<file path="config.mk">
export PLATFORM = sky130hd
export DESIGN_NAME = clock_time_core
export DESIGN_NICKNAME = d
export VERILOG_FILES = /design/src/rtl/clock_time_core.sv
export SDC_FILE = /design/constraint.sdc
export NUM_CORES = 1
export LEC_CHECK = 0
export ABC_AREA = 1
export CORE_ASPECT_RATIO = 0.6
export CORE_MARGIN = 2
export CORE_UTILIZATION = 60
export DETAILED_ROUTE_END_ITERATION = 7
export GPL_ROUTABILITY_DRIVEN = 0
export PLACE_DENSITY = 0.84
export SLEW_MARGIN = 20
export SYNTH_ARGS = -nofsm -noshare
export SYNTH_HDL_FRONTEND = slang
export SYNTH_SLANG_ARGS = --single-unit
</file>
<file path="constraint.sdc">
create_clock -name clk -period 4.75 [get_ports clk]
set_input_delay 0.95 -clock clk [delete_from_list [all_inputs] [get_ports clk]]
set_output_delay 0.95 -clock clk [all_outputs]
set_load 0.01 [all_outputs]
</file>
<file path="src/rtl/clock_time_core.sv">
// 24-hour BCD time-keeping core: 1 Hz prescaler, HH:MM:SS counters with
// adjust pulses, and a fixed-time alarm that drives an 18-bit LED pattern.
module clock_time_core #(
  parameter int unsigned TICK_DIV   = 50000000,
  parameter int unsigned ALARM_HOUR = 7,
  parameter int unsigned ALARM_MIN  = 0,
  parameter int unsigned ALARM_LEN  = 60
) (
  input  logic        clk,
  input  logic        rst,
  input  logic        run_en,
  input  logic        adj_min,
  input  logic        adj_hour,
  output logic [3:0]  min_units,
  output logic [3:0]  min_tens,
  output logic [3:0]  hour_units,
  output logic [3:0]  hour_tens,
  output logic        sec_tick,
  output logic        alarm_active,
  output logic [17:0] alarm_signal
);

  localparam int unsigned PW = (TICK_DIV > 2) ? $clog2(TICK_DIV) : 1;
  localparam logic [PW-1:0] PRESC_MAX = PW'(TICK_DIV - 1);
  localparam logic [23:0] ALARM_BCD = {4'(ALARM_HOUR / 10), 4'(ALARM_HOUR % 10),
                                       4'(ALARM_MIN / 10), 4'(ALARM_MIN % 10), 8'h00};
  localparam logic [7:0] ALARM_CNT = 8'(ALARM_LEN);

  typedef enum logic [0:0] {IDLE = 1'b0, RING = 1'b1} state_e;

  logic [PW-1:0] presc_q, presc_d;
  logic [3:0]    sec_u_q, sec_u_d, sec_t_q, sec_t_d;
  logic [3:0]    min_u_q, min_u_d, min_t_q, min_t_d;
  logic [3:0]    hr_u_q, hr_u_d, hr_t_q, hr_t_d;
  state_e        state_q, state_d;
  logic [7:0]    cnt_q, cnt_d;
  logic          sec_tick_q;
  logic [17:0]   alarm_sig_q, alarm_sig_d;

  logic tick_c, adv_c, sec_wrap_c, min_wrap_c, min_inc_c, hr_inc_c, match_c;
  logic [23:0] time_q_c, time_d_c;

  // Prescaler: free-runs while enabled, cleared when stopped or on minute adjust
  always_comb begin
    presc_d = presc_q + PW'(1);
    tick_c  = 1'b0;
    if (!run_en) begin
      presc_d = '0;
    end else if (presc_q == PRESC_MAX) begin
      presc_d = '0;
      tick_c  = 1'b1;
    end
    if (adj_min) presc_d = '0;
  end

  // A minute adjust swallows a coincident tick
  assign adv_c      = tick_c & ~adj_min;
  assign sec_wrap_c = (sec_t_q == 4'd5) && (sec_u_q == 4'd9);
  assign min_wrap_c = (min_t_q == 4'd5) && (min_u_q == 4'd9);
  assign min_inc_c  = adj_min | (adv_c & sec_wrap_c);
  // Adjust and tick carry share one increment so the hour never jumps by two
  assign hr_inc_c   = adj_hour | (adv_c & sec_wrap_c & min_wrap_c);

  // Next-time BCD counters
  always_comb begin
    sec_u_d = sec_u_q;
    sec_t_d = sec_t_q;
    min_u_d = min_u_q;
    min_t_d = min_t_q;
    hr_u_d  = hr_u_q;
    hr_t_d  = hr_t_q;
    if (adj_min) begin
      sec_u_d = 4'd0;
      sec_t_d = 4'd0;
    end else if (adv_c) begin
      if (sec_u_q == 4'd9) begin
        sec_u_d = 4'd0;
        sec_t_d = sec_wrap_c ? 4'd0 : sec_t_q + 4'd1;
      end else begin
        sec_u_d = sec_u_q + 4'd1;
      end
    end
    if (min_inc_c) begin
      if (min_u_q == 4'd9) begin
        min_u_d = 4'd0;
        min_t_d = min_wrap_c ? 4'd0 : min_t_q + 4'd1;
      end else begin
        min_u_d = min_u_q + 4'd1;
      end
    end
    if (hr_inc_c) begin
      if ((hr_t_q == 4'd2) && (hr_u_q == 4'd3)) begin
        hr_u_d = 4'd0;
        hr_t_d = 4'd0;
      end else if (hr_u_q == 4'd9) begin
        hr_u_d = 4'd0;
        hr_t_d = hr_t_q + 4'd1;
      end else begin
        hr_u_d = hr_u_q + 4'd1;
      end
    end
  end

  assign time_q_c = {hr_t_q, hr_u_q, min_t_q, min_u_q, sec_t_q, sec_u_q};
  assign time_d_c = {hr_t_d, hr_u_d, min_t_d, min_u_d, sec_t_d, sec_u_d};
  // Only the transition onto the alarm time triggers, not dwelling on it
  assign match_c  = (time_d_c == ALARM_BCD) && (time_q_c != ALARM_BCD);

  // Alarm FSM next state, countdown and LED pattern
  always_comb begin
    state_d     = state_q;
    cnt_d       = cnt_q;
    alarm_sig_d = 18'h00000;
    case (state_q)
      IDLE: begin
        if (match_c) begin
          state_d = RING;
          cnt_d   = ALARM_CNT;
        end
      end
      RING: begin
        if (adj_min || adj_hour) begin
          state_d = IDLE;
          cnt_d   = 8'd0;
        end else if (adv_c) begin
          if (cnt_q <= 8'd1) begin
            state_d = IDLE;
            cnt_d   = 8'd0;
          end else begin
            cnt_d = cnt_q - 8'd1;
          end
        end
      end
      default: begin
        state_d = IDLE;
        cnt_d   = 8'd0;
      end
    endcase
    if ((state_d == RING) && !sec_u_d[0]) alarm_sig_d = 18'h3FFFF;
  end

  // State registers
  always_ff @(posedge clk or negedge rst) begin
    if (!rst) begin
      presc_q     <= '0;
      sec_u_q     <= 4'd0;
      sec_t_q     <= 4'd0;
      min_u_q     <= 4'd0;
      min_t_q     <= 4'd0;
      hr_u_q      <= 4'd0;
      hr_t_q      <= 4'd0;
      state_q     <= IDLE;
      cnt_q       <= 8'd0;
      sec_tick_q  <= 1'b0;
      alarm_sig_q <= 18'h00000;
    end else begin
      presc_q     <= presc_d;
      sec_u_q     <= sec_u_d;
      sec_t_q     <= sec_t_d;
      min_u_q     <= min_u_d;
      min_t_q     <= min_t_d;
      hr_u_q      <= hr_u_d;
      hr_t_q      <= hr_t_d;
      state_q     <= state_d;
      cnt_q       <= cnt_d;
      sec_tick_q  <= adv_c;
      alarm_sig_q <= alarm_sig_d;
    end
  end

  assign min_units    = min_u_q;
  assign min_tens     = min_t_q;
  assign hour_units   = hr_u_q;
  assign hour_tens    = hr_t_q;
  assign sec_tick     = sec_tick_q;
  assign alarm_active = (state_q == RING);
  assign alarm_signal = alarm_sig_q;

endmodule

</file>
==> metrics.md, run 1 <==
| Metric | Value |
|---|---|
| Post-Synth Adder-Cell Area | `under 10%` |
| R2R cell count | `16` |
| Largest area contributor in the netlist | `dfrtp_1` |
| Max-Cap Viols | `0` |
| Hold Path End | `presc_q[0]` |
| Routed WL | `roughly 9500 um` |
| Ratio of cells with drive above 1 in the final layout | `a little under 8%` |
| CTS buffer count | `9` |
| Initial Util | `61.3%` |
| Worst-path maximum fanout | `10` |
| Post-synthesis simple-gate area fraction | `37.1%` |
| Remaining DRCs | `0` |
| RSZ-0062 raised after global routing | `false` |
| First-pass GRT wire length | `about 16000 um` |
| Hold-fix buffers, CTS | `0` |
| Register area share after synthesis | `37.8%` |
| Vias | `between 3000 and 4000` |
| Ports | `just over 40` |
| Most used cell, CP | `nand2_1` |
| Ys async rst share | `between 90% and 100%` |
| Final core utilization | `around 69%` |
| RR Startpoint | `presc_q[0]` |
| Drt wl/cell | `between 10 and 15 um` |
| Fmax | `approximately 0.33 GHz` |
| Peak VDD IR | `~250 uV` |
| Synth area leaders | `dfrtp_1, nand2_1, inv_1, nand3_1, nor2_1` |
| Nets | `about 610` |
| Outcome | `complete, no violations` |
| Overall die width | `approximately 110 um` |
| Post-DRT Antenna Nets | `0` |
| WHS | `approximately 460 ps` |
| Global route overflow | `0` |
| Synthesized area per cell | `between 7 and 8 um^2` |
| Slowest CP cell | `clkdlybuf4s50_1` |
| Post-CTS setup buffers | `0` |
| Layout Cells excl Fill | `between 600 and 700` |
| # diodes | `0` |
| DP Area | `0.00441 mm^2` |
| Core box area | `approximately 0.0066 mm^2` |
| Fin crit share | `between 60 and 70%` |
| Most frequent cells after synthesis | `nand2_1, inv_1, nor2_1` |
| Buf/Inv on CP | `2` |
| Critical-path cell list | `clkdlybuf4s50_1, nor2_4, inv_1, nor3_2, nand2_1, nand3_1, nand2_1, nor2_1, nand3_1, nor2_2, nand2_2, nand2_4, nand2_4, nand2_1, nand2_1` |
| Clk_skew | `between 8 and 9 ps` |
| Synth Register Bits | `61` |
| Mapped Area | `approximately 0.0040 mm^2` |
| Post-synth top area share | `a little under two fifths` |
| Worst Setup Path Type | `in2reg` |
| Total Routing Usage GR | `between 20 and 30%` |
| Mux cell area share after synthesis | `0%` |
| Root buf cell | `clkbuf_8` |
| Minimum clock period | `3070 ps` |
| CTS tree | `built` |
| Crit path depth | `15` |
| Largest net degree at the start of global routing | `just over 60` |
| Top-count cell post-synth | `nand2_1` |
| Max Transition Viols Final | `0` |
| Critical Path AT | `3290 ps` |
| Htree depth | `3` |
| Pre-CTS setup slack | `1420 ps` |
| Final Instance Area | `approximately 0.0046 mm^2` |
| Clock net sink count | `61` |
| RR Endpoint | `cnt_q[4]` |
| Xor/xnor share of the synthesized area | `3.25%` |
| Vias in the first global route | `3318` |
| Endpoints failing setup | `0` |
| Post-synth EDFFs | `0` |
| Most common flop cell mapped by yosys | `dfrtp_1` |
| Syn_nets | `a little under 600` |
| Initial antenna violation count | `0` |
| Placed Cells incl. Taps | `between 600 and 700` |
| DR iter-0 viols | `around 320` |
| Delay-heaviest family, CP | `simple AND/OR/NAND/NOR gates` |
| Slowest Stage Delay on Critical Path | `between 400 and 500 ps` |
| LEAKAGE | `about 2.3 nW` |
| Clk_lat worst skew | `approximately 340 ps` |
| Row cnt | `23` |
| Final WS setup | `roughly 1700 ps` |
| Post_cts resized | `0` |
| Final Hold Viols | `0` |
| Worst slew pin tran | `about 750 ps` |
| Worst Path Required | `roughly 5000 ps` |
| Pwr dens | `roughly 370 mW/mm^2` |
| Drt first pass iters | `4` |
| Rel. slew slack | `between 40% and 50%` |
| Hold crit path type | `reg2reg` |
| Worst Setup End Kind | `flop` |
| Worst Setup Start Kind | `input pin` |
| Main combinational cell family by area after synthesis | `simple AND/OR/NAND/NOR gates` |
| Post-synthesis compound-gate area fraction | `5.97%` |
| Hpwl dp | `around 7000 um` |
| Tot Pwr | `1.70 mW` |
| Mean number of vias per cell | `5.46` |
| Hold path depth | `1` |
| IO buf count | `40` |
| Die area | `approximately 0.0074 mm^2` |
| Max Root-Sink Buffers | `2` |
| R2r setup slk | `between 2000 and 2500 ps` |
| Syn Inst Count | `roughly 560` |
| Ys Warns | `0` |
| Synth cell types | `35` |
| Area Growth Syn to Fin | `12.7%` |
| Hold wc startpoint | `presc_q[0]` |
| Clock-pin transition on the worst setup and hold timing paths | `approximately 70 ps` |
| Die Y | `a little under 70 um` |
| Setup TNS | `0 ps` |
[registers in the layout (all words and copies together) (netlist names), 4 cells and up]
name and count:
hour_tens 4, min_units 4, presc_q 26, cnt_q 8, sec_u_q 4, hour_units 4, min_tens 4, sec_t_q 4
[cells in the final DEF (no fill, tap or decap)]
cell type / Yosys / routed
a211oi_1: 3 / 3
a21boi_0: 1 / 1
a21oi_1: 14 / 14
a22oi_1: 1 / 1
a31oi_1: 4 / 4
and3_1: 1 / 1
buf_2: 0 / 1
buf_4: 17 / 2
clkbuf_1: 3 / 2
clkbuf_8: 0 / 9
clkdlybuf4s50_1: 0 / 39
clkinv_1: 3 / 3
clkinv_2: 0 / 3
dfrtp_1: 61 / 61
ha_1: 14 / 14
inv_1: 79 / 79
inv_2: 2 / 2
nand2_1: 143 / 143
nand2_2: 3 / 3
nand2_4: 4 / 4
nand3_1: 56 / 56
nand3_2: 4 / 4
nand3b_1: 1 / 1
nand4_1: 6 / 6
nand4_4: 2 / 2
nor2_1: 64 / 64
nor2_2: 9 / 9
nor2_4: 4 / 4
nor3_1: 14 / 14
nor3_2: 2 / 2
nor3b_1: 2 / 2
nor4_1: 5 / 5
o21ai_0: 20 / 20
o21ai_2: 1 / 1
or2_2: 1 / 1
xnor2_1: 4 / 4
xor2_1: 11 / 11
[layout make-up]
cell class | count | area (um^2)
clock buffer | 11 | 131
fill | 539 | 2040
multi-input combinational | 394 | 2050
inverter | 84 | 315
tap | 87 | 109
clock inverter | 3 | 15.0
sequential | 61 | 1530
timing repair buffer | 42 | 410
[kinds of logic (layout without fill, tap and decap cells)]
logic type | Yosys count | in the layout
and+or+nand+nor | 321 | 321
buffers and inverters | 106 | 140
DFF | 61 | 61
AOI/OAI and AO/OA | 44 | 44
xor gates and xnor gates | 15 | 15
adders and majority gates | 14 | 14
[layer usage]
layer / share of wire, % / vias to the layer above / GRT usage (%) / wire length, um
met3: 8.6 / 12 / 8.01 / 820
li1: - / 1822 / - / -
met5: 0 / - / 0 / 0
met1: 49 / 1732 / 41.9 / 4660
met2: 41 / 159 / 37.8 / 3920
met4: 0.88 / 0 / 7.75 / 83
[how the worst max path moves through the flow]
| stage | from | end | slack (ps) |
|---|---|---|---|
| after floorplan | run_en | cnt_q[4] | 2280 |
| after global placement | adj_min | cnt_q[2] | 1490 |
| after detailed placement | adj_min | cnt_q[0] | 1420 |
| after CTS | adj_min | cnt_q[4] | 1740 |
| after global routing | adj_min | cnt_q[4] | 1490 |
| final | adj_min | cnt_q[4] | 1680 |
[report_power, final]
part / switching [mW] / leakage, nW / internal, mW
registers: 0.111 / 0.801 / 0.593
clock network: 0.194 / 0.0788 / 0.181
logic: 0.349 / 1.39 / 0.277
No activity file was read; power rests on OpenSTA's default activity.
==> run 2, diff against run 1 <==
--- a/config.mk
+++ b/config.mk
@@ -8,10 +8,10 @@
 export ABC_AREA = 1
 export CORE_ASPECT_RATIO = 0.6
 export CORE_MARGIN = 2
-export CORE_UTILIZATION = 60
+export CORE_UTILIZATION = 52
 export DETAILED_ROUTE_END_ITERATION = 7
 export GPL_ROUTABILITY_DRIVEN = 0
-export PLACE_DENSITY = 0.84
+export PLACE_DENSITY = 0.77
 export SLEW_MARGIN = 20
 export SYNTH_ARGS = -nofsm -noshare
 export SYNTH_HDL_FRONTEND = slang
==> constraint.sdc (replaced) <==
create_clock -name clk -period 2.5 [get_ports clk]
set_input_delay 0.5 -clock clk [delete_from_list [all_inputs] [get_ports clk]]
set_output_delay 0.5 -clock clk [all_outputs]
set_load 0.01 [all_outputs]
==> metrics.md, run 2 (same netlist as run 1, synthesis figures left out) <==
| Metric | Value |
|---|---|
| Ratio of cells with drive above 1 in the final layout | `24.7%` |
| Die Y | `between 70 and 80 um` |
| Top Registers | `presc_q x26, cnt_q x8` |
| First-pass GRT wire length | `approximately 17000 um` |
| Root buf cell | `clkbuf_16` |
| Vias in the first global route | `roughly 3400` |
| Clk_lat worst skew | `between 300 and 400 ps` |
| Critical-path cell list | `inv_2, ha_2, nand3_4, nor2_4, buf_4, nand4_4, nand3_2, nand2_1, nor2_2, nand2_1, nor2_2, nand2_2, nand2_4, nand2_8, nand2_1, nand2_1` |
| Top reg by flops | `presc_q` |
| IO buf count | `40` |
| Worst Setup Start Kind | `flop` |
| Critical Path AT | `between 2000 and 3000 ps` |
| RSZ-0062 raised after global routing | `true` |
| Largest net degree at the start of global routing | `25` |
| Drt first pass iters | `5` |
| Setup TNS | `0 ps` |
| Fin crit share | `97.3%` |
| Pwr dens | `between 700 and 800 mW/mm^2` |
| Max Transition Viols Final | `0` |
| Endpoints failing setup | `0` |
| Fmax | `roughly 0.41 GHz` |
| Hpwl dp | `7740 um` |
| Outcome | `complete, no violations` |
| Row cnt | `24` |
| CTS tree | `built` |
| Most frequent cells in the layout | `nand2_1, inv_1, buf_4, dfrtp_1, nor2_1` |
| Max-Cap Viols | `0` |
| Initial antenna violation count | `0` |
| Max reg flops | `26` |
| Worst-path maximum fanout | `8` |
| R2r setup slk | `between 60 and 70 ps` |
| Area Growth Syn to Fin | `34.0%` |
| Core box area | `between 0.007 and 0.008 mm^2` |
| Worst Setup End Kind | `flop` |
| RR Endpoint | `cnt_q[1]` |
| Mean number of vias per cell | `~5.4` |
| Hold crit path type | `in2async` |
| Peak VDD IR | `approximately 500 uV` |
| Total Routing Usage GR | `25.5%` |
| Worst Setup Path Type | `reg2reg` |
| LEAKAGE | `2.71 nW` |
| Fill cells | `between 500 and 600` |
| Slowest CP cell | `dfrtp_1` |
| Routed WL | `roughly 11000 um` |
| DR iter-0 viols | `~450` |
| Rel. slew slack | `59.2%` |
| Worst Path Required | `about 2700 ps` |
| Drt wl/cell | `around 15 um` |
| CTS buffer count | `9` |
| Clock-pin transition on the worst setup and hold timing paths | `around 60 ps` |
| Slowest Stage Delay on Critical Path | `approximately 400 ps` |
| RR Startpoint | `sec_t_q[1]` |
| Max Root-Sink Buffers | `2` |
| Global route overflow | `0` |
| Ports | `41` |
| Worst slew pin tran | `612 ps` |
| Final Hold Viols | `0` |
| Initial Util | `54.7%` |
| DP Area | `about 0.0047 mm^2` |
| Clock net sink count | `61` |
| Most used cell, CP | `nand2_1` |
| Htree depth | `3` |
| Remaining DRCs | `0` |
| R2R cell count | `16` |
| Vias | `roughly 4100` |
| # diodes | `0` |
| Hold-fix buffers, CTS | `0` |
| Most common cell after layout, fill and taps aside | `nand2_1` |
| Clk_skew | `~14 ps` |
| Post-DRT Antenna Nets | `0` |
| Minimum clock period | `2430 ps` |
| Final Instance Area | `roughly 0.0054 mm^2` |
| Overall die width | `118 um` |
| Die area | `0.00852 mm^2` |
| Nets | `about 670` |
run 2: cell count changes in the layout (fill, tap and decap cells not counted), sizes merged:
| cell | delta |
|---|---|
| buf | +60 |
| bufinv | +1 |
| clkbuf | -1 |
| clkdlybuf4s50 | -2 |
| clkinv | -1 |
| clkinvlp | +3 |
| dlymetal6s2s | +2 |
| nand2 | +2 |
| nand4 | +1 |
run 2: repair_timing:
item | in CTS | in global routing
buffers inserted | 0 | 30
hold endpoints to repair | 0 | 0
endpoints found under the setup margin | 0 | 14
gates resized for setup | 0 | 66
run 2: routing by layer:
metal | GRT usage (%) | part of all wire [%] | vias to the layer above | wire [um]
met5 | 0 | 0 | - | 0
met4 | 8.03 | 1.9 | 0 | 218
met3 | 7.39 | 10 | 26 | 1140
met2 | 34.9 | 42 | 211 | 4790
met1 | 38.5 | 46 | 1905 | 5300
li1 | - | - | 1967 | -
run 2: cell type report:
| class | count | area (um^2) | area share (%) |
|---|---|---|---|
| Timing Repair Buffer | 102 | 873 | 16.1 |
| Sequential cell | 61 | 1530 | 28.2 |
| Clock inverter | 6 | 62.6 | 1.15 |
| Inverter | 84 | 315 | 5.82 |
| Multi-Input combinational cell | 397 | 2270 | 41.8 |
| Tap cell | 104 | 130 | 2.40 |
| Clock buffer | 10 | 239 | 4.41 |
run 2: stage by stage:
stage               instances  hold WS [ps]  utilization, %  worst slack (ps)  total power [mW]
CTS                       731           183            67.1              14.4              3.90
global placement          715           450            63.0              -193              2.60
floorplan                 561           204               -               396              2.06
finish                    764           166            73.3              66.9              3.98
global route              764           208            73.3             -66.3              4.22
detailed placement        715           455            63.0              -237              2.63
run 2: worst max path at each step:
stage	slack, ps	depth (start not counted)	endpoint	startpoint
finish	70	16	cnt_q[1]	sec_t_q[1]
detailed placement	-240	15	cnt_q[1]	adj_min
floorplan	400	16	cnt_q[4]	presc_q[0]
global route	-70	16	cnt_q[0]	sec_t_q[1]
global placement	-190	15	cnt_q[2]	adj_min
CTS	10	17	cnt_q[1]	presc_q[0]
run 2: worst max-delay path: cells and delay by family, from the launching register on:
kind,cells,cell delay (ps)
AND/OR/NAND/NOR,13,1470
buffers and inverters,2,230
adder cells (fa/ha/maj),1,190
flip-flops,1,400
run 2: power breakdown:
part	switching (mW)	leakage, nW	internal [mW]
clock	0.465	0.140	0.794
combinational	0.750	1.77	0.646
sequential	0.200	0.796	1.13
==> run 3, diff against run 2 <==
--- a/config.mk
+++ b/config.mk
@@ -7,7 +7,7 @@
 export LEC_CHECK = 0
 export ABC_AREA = 1
 export CORE_ASPECT_RATIO = 0.6
-export CORE_MARGIN = 2
+export CORE_MARGIN = 10
 export CORE_UTILIZATION = 52
 export DETAILED_ROUTE_END_ITERATION = 7
 export GPL_ROUTABILITY_DRIVEN = 0
==> metrics.md, run 3 (same netlist as run 1, synthesis figures left out) <==
| Metric | Value |
|---|---|
| Worst Setup Path Type | `reg2reg` |
| LEAKAGE | `about 2.6 nW` |
| Tot Pwr | `roughly 4 mW` |
| Total Routing Usage GR | `between 10% and 20%` |
| Delay-heaviest family, CP | `simple AND/OR/NAND/NOR gates` |
| Overall die width | `134 um` |
| DR iter-0 viols | `around 380` |
| Fill cells | `approximately 570` |
| Outcome | `complete, no violations` |
| Buf/Inv on CP | `0` |
| Largest net degree at the start of global routing | `39` |
| Die Y | `88.3 um` |
| Critical Path AT | `2620 ps` |
| Critical-path cell list | `ha_4, nand3_4, nor2_4, nand2_2, nor2_4, nand4_4, nand3_2, nand2_1, nor2_2, nand2_1, nor2_2, nand2_2, nand2_4, nand2_8, nand2_2, nand2_1` |
| Row cnt | `24` |
| Nets | `657` |
| Vias in the first global route | `around 3300` |
| Setup TNS | `0 ps` |
| First-pass GRT wire length | `16500 um` |
| Max-Cap Viols | `0` |
| Clk_lat worst skew | `around 330 ps` |
| Hold-fix buffers, CTS | `0` |
| Fin crit share | `95.9%` |
| Max Root-Sink Buffers | `2` |
| Clock-pin transition on the worst setup and hold timing paths | `~50 ps` |
| Clk_skew | `approximately 7.6 ps` |
| Die area | `about 0.012 mm^2` |
| Worst Setup End Kind | `flop` |
| Root buf cell | `clkbuf_16` |
| Post-DRT Antenna Nets | `0` |
| Worst slew pin tran | `about 600 ps` |
| # diodes | `0` |
| Routed WL | `11200 um` |
| Placed Cells incl. Taps | `710` |
| Most frequent cells in the layout | `nand2_1, inv_1, dfrtp_1, nor2_1, nand3_1` |
| Top reg by flops | `presc_q` |
| Hpwl dp | `about 7600 um` |
| Drt first pass iters | `6` |
| Worst Setup Start Kind | `flop` |
| Peak VDD IR | `around 620 uV` |
| Initial Util | `54.5%` |
| Vias | `around 4000` |
| Final Hold Viols | `0` |
| Area Growth Syn to Fin | `30.7%` |
| Final core utilization | `71.2%` |
| Max reg flops | `26` |
| Remaining DRCs | `0` |
| CTS buffer count | `9` |
| Global route overflow | `0` |
| Endpoints failing setup | `0` |
| CTS tree | `built` |
| Most common cell after layout, fill and taps aside | `nand2_1` |
| Clock net sink count | `61` |
| Initial antenna violation count | `0` |
| WHS | `around 170 ps` |
| RSZ-0062 raised after global routing | `true` |
| Top Registers | `presc_q x26, cnt_q x8` |
| Final WS setup | `between 100 and 150 ps` |
| Max Transition Viols Final | `0` |
| Hold crit path type | `in2async` |
| Core box area | `roughly 0.0074 mm^2` |
| Pre-CTS setup slack | `-216 ps` |
| Worst-path maximum fanout | `8` |
| Mean number of vias per cell | `about 5.3` |
| Htree depth | `3` |
| Slowest CP cell | `dfrtp_1` |
| Ratio of cells with drive above 1 in the final layout | `21.3%` |
| Rel. slew slack | `60.3%` |
| Minimum clock period | `between 2000 and 2500 ps` |
| Drt wl/cell | `15.0 um` |
| Final Instance Area | `approximately 0.0053 mm^2` |
| Slowest Stage Delay on Critical Path | `390 ps` |
| Pwr dens | `751 mW/mm^2` |
| DP Area | `between 0.004 and 0.005 mm^2` |
| Ports | `41` |
| Fmax | `approximately 0.42 GHz` |
| Worst Path Required | `between 2000 and 3000 ps` |
| Layout Cells excl Fill | `between 700 and 800` |
| IO buf count | `40` |
[run 3: cell types whose count changed in the layout (fill, tap and decap cells not counted), sizes merged]
cell / previous run / this run
dlymetal6s2s: 2 / 0
buf: 63 / 48
clkinvlp: 3 / 0
nand2: 152 / 151
clkdlybuf4s50: 37 / 39
clkbuf: 10 / 12
clkinv: 5 / 6
nand4: 9 / 8
[run 3: area by class of cell]
| type | count | area (um^2) | share of cell area [%] |
|---|---|---|---|
| inverter | 84 | 315 | 5.97 |
| clock inverter | 4 | 45.0 | 0.852 |
| timing repair buffer | 87 | 761 | 14.4 |
| multi-input combinational | 395 | 2240 | 42.3 |
| clock buffer | 12 | 267 | 5.04 |
| sequential | 61 | 1530 | 29.0 |
| tap | 104 | 130 | 2.46 |
[run 3: repair_timing]
action,CTS,global route
setup endpoints to repair,3,13
resized for setup,1,52
pin swaps,0,24
gates cloned,0,1
buffers inserted,0,20
[run 3: final timing paths]
kind	endpoint	slack, ps	cells after the start	start
worst min register to register	presc_q[25]	480	1	presc_q[25]
worst max register to register	cnt_q[5]	100	16	presc_q[1]
max in group asynchronous	presc_q[18]	1710	2	rst
min in group clk	presc_q[25]	480	1	presc_q[25]
worst min-delay path	min_tens[2]	170	1	rst
worst max-delay path	cnt_q[5]	100	16	presc_q[1]
[run 3: metal layers]
| layer | vias to the layer above | track usage (%) | wire length (um) |
|---|---|---|---|
| met2 | 225 | 24.8 | 4910 |
| li1 | 1924 | - | - |
| met5 | - | 0 | 0 |
| met3 | 30 | 5.49 | 1150 |
| met4 | 0 | 4.33 | 191 |
| met1 | 1800 | 24.4 | 4940 |
[run 3: worst reg2reg max path: cells and delay by family, from the launching register on]
family | cells | cell delay (ps)
fa+ha+maj | 1 | 170
flops | 1 | 390
simple gates | 15 | 1730
[run 3: power breakdown]
group	switching (mW)	internal, mW	total (mW)
Sequential	0.195	1.13	1.32
Clock	0.432	0.846	1.28
Combinational	0.734	0.635	1.37
